### src/rtl/heartbeat_gen_pkg.sv
// heartbeat_gen_pkg: shared state encoding and default timing for the heartbeat transmitter
package heartbeat_gen_pkg;
    // Board oscillator in Hz and the switch controller's fail window in seconds
    localparam int unsigned OSC       = 50_000_000;
    localparam int unsigned FAIL_TIME = 3;
    // Timeout is kept inside the controller's fail window so a stall is reported before it acts
    localparam int unsigned HB_HALF_PERIOD_CYC  = OSC / 2;
    localparam int unsigned HB_KICK_TIMEOUT_CYC = 2 * OSC;
    localparam int unsigned HB_START_CYC        = 10 * OSC;
    typedef enum logic [1:0] {
        ST_IDLE    = 2'b00,
        ST_STARTUP = 2'b01,
        ST_RUN     = 2'b10,
        ST_STALLED = 2'b11
    } hb_state_t;
endpackage

### src/rtl/heartbeat_gen_cycle_counter.sv
// hb_cycle_counter: cycle counter with clear, enable and a done pulse at terminal count N-1
module hb_cycle_counter #(
    parameter int               CNT_W = 32,
    parameter logic [CNT_W-1:0] N     = 2,
    parameter bit               WRAP  = 1'b0
) (
    input  logic clk,
    input  logic rst_n,
    input  logic clr,
    input  logic en,
    output logic done
);
    localparam logic [CNT_W-1:0] LAST = N - 1'b1;
    logic [CNT_W-1:0] cnt;
    assign done = en && cnt == LAST;
    // Count while enabled; at terminal either wrap to zero or hold, never run past it
    always_ff @(posedge clk or negedge rst_n) begin
        if (!rst_n) cnt <= '0;
        else if (clr) cnt <= '0;
        else if (en) cnt <= done ? (WRAP ? '0 : cnt) : cnt + 1'b1;
    end
endmodule

### src/rtl/heartbeat_gen.sv
// heartbeat_gen: kick-driven heartbeat pin and alive level for the core-switch controller
module heartbeat_gen
    import heartbeat_gen_pkg::*;
#(
    parameter int unsigned HALF_PERIOD_CYC  = HB_HALF_PERIOD_CYC,
    parameter int unsigned KICK_TIMEOUT_CYC = HB_KICK_TIMEOUT_CYC,
    parameter int unsigned START_CYC        = HB_START_CYC,
    parameter int          CNT_W            = 32
) (
    input  logic       clk,
    input  logic       rst_n,
    input  logic       enable,
    input  logic       kick,
    output logic       hb_toggle,
    output logic       alive,
    output logic [1:0] state,
    output logic [7:0] stall_cnt
);
    hb_state_t  state_q, state_d;
    logic       start_done, half_done, wd_done;
    logic       hb_d, alive_d;
    logic [7:0] stall_d;
    assign state = state_q;
    hb_cycle_counter #(.CNT_W(CNT_W), .N(CNT_W'(START_CYC)), .WRAP(1'b0)) u_start (
        .clk(clk),
        .rst_n(rst_n),
        .clr(!enable || state_q != ST_STARTUP),
        .en(state_q == ST_STARTUP),
        .done(start_done)
    );
    // Half-period phase is held while stalled and restarted on every entry into RUN
    hb_cycle_counter #(.CNT_W(CNT_W), .N(CNT_W'(HALF_PERIOD_CYC)), .WRAP(1'b1)) u_half (
        .clk(clk),
        .rst_n(rst_n),
        .clr(!enable || state_q == ST_IDLE || state_q == ST_STARTUP || (state_q == ST_STALLED && kick)),
        .en(state_q == ST_RUN),
        .done(half_done)
    );
    hb_cycle_counter #(.CNT_W(CNT_W), .N(CNT_W'(KICK_TIMEOUT_CYC)), .WRAP(1'b0)) u_wd (
        .clk(clk),
        .rst_n(rst_n),
        .clr(!enable || state_q != ST_RUN || kick),
        .en(state_q == ST_RUN),
        .done(wd_done)
    );
    // State and output registers
    always_ff @(posedge clk or negedge rst_n) begin
        if (!rst_n) begin
            state_q   <= ST_IDLE;
            hb_toggle <= 1'b0;
            alive     <= 1'b0;
            stall_cnt <= '0;
        end else begin
            state_q   <= state_d;
            hb_toggle <= hb_d;
            alive     <= alive_d;
            stall_cnt <= stall_d;
        end
    end
    // Next state; a kick always beats a same-cycle timeout
    always_comb begin
        state_d = state_q;
        if (!enable) state_d = ST_IDLE;
        else case (state_q)
            ST_IDLE:    state_d = ST_STARTUP;
            ST_STARTUP: state_d = kick ? ST_RUN : start_done ? ST_STALLED : ST_STARTUP;
            ST_RUN:     state_d = (wd_done && !kick) ? ST_STALLED : ST_RUN;
            default:    state_d = kick ? ST_RUN : ST_STALLED;
        endcase
    end
    // Next output values; the pin only moves at half-period terminal count in RUN
    always_comb begin
        alive_d = state_d == ST_RUN;
        hb_d    = enable && (hb_toggle ^ half_done);
        stall_d = stall_cnt + 8'(state_d == ST_STALLED && state_q != ST_STALLED && stall_cnt != 8'hFF);
    end
endmodule

### config.mk
export PLATFORM = sky130hd
export DESIGN_NAME = heartbeat_gen
export DESIGN_NICKNAME = d
export VERILOG_FILES = /design/src/rtl/heartbeat_gen_pkg.sv /design/src/rtl/heartbeat_gen_cycle_counter.sv /design/src/rtl/heartbeat_gen.sv
export SDC_FILE = /design/constraint.sdc
export NUM_CORES = 1
export LEC_CHECK = 0
export BUFFER_PORTS_ARGS = -buffer_cell sky130_fd_sc_hd__clkbuf_2
export CAP_MARGIN = 25
export CORE_MARGIN = 8
export CORE_UTILIZATION = 60
export CTS_BUF_LIST = sky130_fd_sc_hd__clkbuf_8
export DETAILED_ROUTE_END_ITERATION = 8
export GPL_ROUTABILITY_DRIVEN = 0
export PLACE_DENSITY = 0.79
export RECOVER_POWER = 100
export REMOVE_ABC_BUFFERS = 1
export SLEW_MARGIN = 20
export SYNTH_ARGS = -nofsm -noshare
export SYNTH_HDL_FRONTEND = slang
export SYNTH_SLANG_ARGS = --single-unit
### constraint.sdc
create_clock -name clk -period 2.9 [get_ports clk]
set_clock_uncertainty 0.2 [all_clocks]
set_input_delay 0.145 -clock clk [delete_from_list [all_inputs] [get_ports clk]]
set_output_delay 0.145 -clock clk [all_outputs]
set_load 0.02 [all_outputs]
==> flow_summary_export.csv <==
group,metric,value,unit
floorplan,core_area,9200,sq um
layout,n_antenna_cell,0,
pwr,p_clk_share,35.8,%
floorplan,die_h,113,um
pwr,intPower,2.02,mW
setup_path,crit_path_frequent_cell,"ha_1",
setup_path,endpoint_kind,"flip-flop",
synth,syn_inst,589,
synth,yosysMostFrequentCell,"dfrtp_1",
layout,syn2layout_area_growth,6.34,%
route,detail-route-antenna-nets,0,
floorplan,initial_utilization,61.4,%
setup_path,rrSetupSlack,230,ps
grt,grt_use_total,19.6,%
timing,setup_ws,225,ps
synth,yosys.area.top_type,"dfrtp_1",
layout,utilization,65.3,%
placement,place_ws,293,ps
setup_path,critPathSlowestCell,"dfrtp_1",
flow_run,max_cap_viol_count,0,
grt,grt_pass1_wl,20.9,mm
setup_path,startpoint,"u_wd.cnt[0]$_DFFE_PN0P_",
timing,max_slew_margin,25.9,%
setup_path,r2r_start,"u_wd.cnt[0]$_DFFE_PN0P_",
floorplan,die_w,113,um
setup_path,rr_endpoint,"stall_cnt[4]$_DFF_PN0_",
synth,netlist_area,5640,sq um
route,first_pass_iters,5,
clocking,clk_pin_slew_worst_paths,110,ps
synth,ys_seq_area_share,47.9,%
layout,nFillCells,747,
setup_path,ff2ff_path_depth,10,
setup_path,start_kind,"flip-flop",
timing,setup_viol,0,
placement,place_inst,705,
clocking,cts-root-buf,"clkbuf_8",
setup_path,cp-endpoint,"stall_cnt[4]$_DFF_PN0_",
layout,fin_nets,618,
layout,drive_gt1_share,5.86,%
synth,async_reset_ff_share,100,%
setup_path,crit_chain,"ha_1 -> nand3_1 -> or3_1 -> nor3_1 -> nand2_1 -> a21oi_1 -> ha_1 -> ha_1 -> nand3_1 -> xnor2_1",
timing,finalSetupTns,0,ps
route,drt-total-wl,11.8,mm
pwr,powerDensity,448,nW/um^2
clocking,htreeDepth,3,
setup_path,cp.depth,10,
pwr,combPwrFrac,5.7,%
route,vias,4553,
synth,synth.distinct_cells,52,
worst_hold_path,hold_class,"in -> async",
floorplan,row_count,35,
clocking,cts_buffer_depth,2,
timing,rsz0062_at_grt,"false",
synth,synthTopCellsByArea,"dfrtp_1 48%, nor2_1 5.6%, xor2_1 5.6%, xnor2_1 4.8%, nand4_1 3.8%",
clocking,cts_tree,"yes",
pwr,finalPower,2.69,mW
synth,ys_top_cells_by_count,"108 x dfrtp_1, 84 x nor2_1, 39 x nand2_1",
timing,worstMarginPinSlew,1110,ps
pwr,power_leakage,2.39,nW
synth,syn_avg_cell_area,9.58,sq um
synth,ys_seq_elements,108,
timing,hold_viol,0,
run_status,status,"finished clean",
route,viasPerCell,6.28,
grt,grt_pass1_vias,4414,
timing,timing.final.crit_period,2670,ps
setup_path,crit_family,"simple AND/OR/NAND/NOR gates",
grt,globalRouteOverflowTotal,0,
route,wl_per_cell,16.3,um
pwr,max-vdd-ir-drop,0.317,mV
synth,synth_top_area_share,47.9,%
timing,maxSlewViolCount,0,
layout,stdcell_count,725,
floorplan,ios,16,
setup_path,cp_max_fo,4,
grt,antenna_found_initial,0,
setup_path,arrival,2740,ps
grt,grt_max_degree,47,
setup_path,max_stage_delay,430,ps
floorplan,die-area,12800,sq um
synth,yosysWarnings,0,
pwr,swShare,25.0,%
setup_path,path_buf_inv,0,
timing,max_freq,0.374,GHz
pwr,p_seq_share,58.5,%
setup_path,critical_path_class,"reg -> reg",
synth,synth-edff-count,0,
synth,synth_flop_cell,"dfrtp_1",
placement,dp_hpwl,8.27,mm
placement,port-buffer-count,15,
clocking,numCtsBuffers,9,
clocking,clock_sinks,108,
clocking,clk_latency,390,ps
pwr,netSwitchingPower,673,uW
route,first_iter_violations,312,
timing,post-route-period-util,92.2,%
setup_path,cp_data_required_time,2960,ps
route,drc,0,
==> worst min-delay path by stage <==
stage / from / end / slack [ps] / cells past startpoint
floorplan: rst_n / alive$_DFF_PN0_ / -350 / 0
global placement: rst_n / stall_cnt[2]$_DFF_PN0_ / -20 / 1
detailed placement: rst_n / stall_cnt[2]$_DFF_PN0_ / -20 / 1
CTS: rst_n / u_half.cnt[24]$_DFFE_PN0P_ / 110 / 2
global route: stall_cnt[7]$_DFF_PN0_ / stall_cnt[7]$_DFF_PN0_ / 340 / 1
finish: rst_n / state[1]$_DFF_PN0_ / 310 / 2
==> power by group through the flow <==
stage	Combinational (mW)	Clock (mW)	Sequential [mW]
after floorplan	0.0431	0	1.63
final	0.155	0.963	1.57
after global routing	0.175	1.03	1.58
after detailed placement	0.161	0	1.60
after CTS	0.167	0.983	1.57
after global placement	0.157	0	1.60
==> layout by cell type, fill, tap and decap left out, drive strengths merged, types with 2 or more instances in the layout <==
cell | netlist | final
a211o | 3 | 3
ha | 5 | 5
nand2 | 39 | 39
nor2 | 84 | 84
a31oi | 4 | 4
clkinv | 0 | 3
o311ai | 2 | 2
nor3 | 13 | 13
or3 | 20 | 20
and4 | 14 | 14
inv | 7 | 7
and3 | 22 | 22
o21ba | 2 | 2
and2 | 7 | 7
nor4b | 3 | 3
o31ai | 5 | 5
xnor2 | 31 | 31
dlygate4sd3 | 0 | 4
clkbuf | 12 | 36
o41ai | 2 | 2
nor4 | 19 | 19
nand4b | 2 | 2
dfrtp | 108 | 108
nand4 | 35 | 35
nand3 | 38 | 38
xor2 | 36 | 36
nor2b | 3 | 3
a21oi | 21 | 21
o21ai | 27 | 27
or4 | 3 | 3
mux2i | 3 | 3
nor4bb | 2 | 2
==> final cells by class <==
| cell class | count | area, sq um | area share (%) |
|---|---|---|---|
| Clock buffer | 11 | 151 | 2.52 |
| Sequential cell | 108 | 2700 | 45.0 |
| Multi-Input combinational cell | 453 | 2770 | 46.2 |
| Tap cell | 111 | 139 | 2.31 |
| Clock inverter | 5 | 60.1 | 1.00 |
| Timing Repair Buffer | 30 | 149 | 2.48 |
| Inverter | 7 | 26.3 | 0.438 |
==> what timing repair did <==
action                                  4_1_cts  5_1_grt
hold buffers                                  4        0
gates resized for setup                       0        1
buffers inserted                              0        0
hold endpoints to repair                     48        0
endpoints found under the setup margin        0        2
==> worst reg2reg max path: stages (launching register included) <==
cell	delay [ps]
dfrtp_1	430
ha_1	230
nand3_1	120
or3_1	420
nor3_1	220
nand2_1	90
a21oi_1	160
ha_1	190
ha_1	230
nand3_1	140
xnor2_1	150
==> metrics by stage <==
step	instance area [sq um]	hold WS (ps)
2_1_floorplan	5540	-351
3_3_place_gp	5840	-24.3
3_5_place_dp	5840	-20.4
4_1_cts	6090	112
5_1_grt	6000	336
6_report	6000	308
==> state kept, by name, summed over array words and instances (netlist names) <==
register and count:
hb_toggle 1, stall_cnt 8, u_half.cnt 32, u_start.cnt 32, alive 1, state 2, u_wd.cnt 32
==> cell families (layout without fill, tap and decap cells) <==
family	count (synthesis)	after routing	share of synthesized area, %
buffers and inverters	28	53	2.37
adders and majority gates	5	5	1.11
DFF	108	108	47.9
AOI/OAI and AO/OA	72	72	7.72
muxes	3	3	0.532
and+or+nand+nor	306	306	30.0
xor gates and xnor gates	67	67	10.4
==> per-layer routing <==
layer / GRT usage [%] / routed length [um] / vias up
li1: - / - / 2165
met1: 26.4 / 5470 / 2251
met2: 30.8 / 5700 / 125
met3: 3.99 / 518 / 12
met4: 7.28 / 146 / 0
met5: 0 / 0 / -
Power figures use the tool's default switching activity.
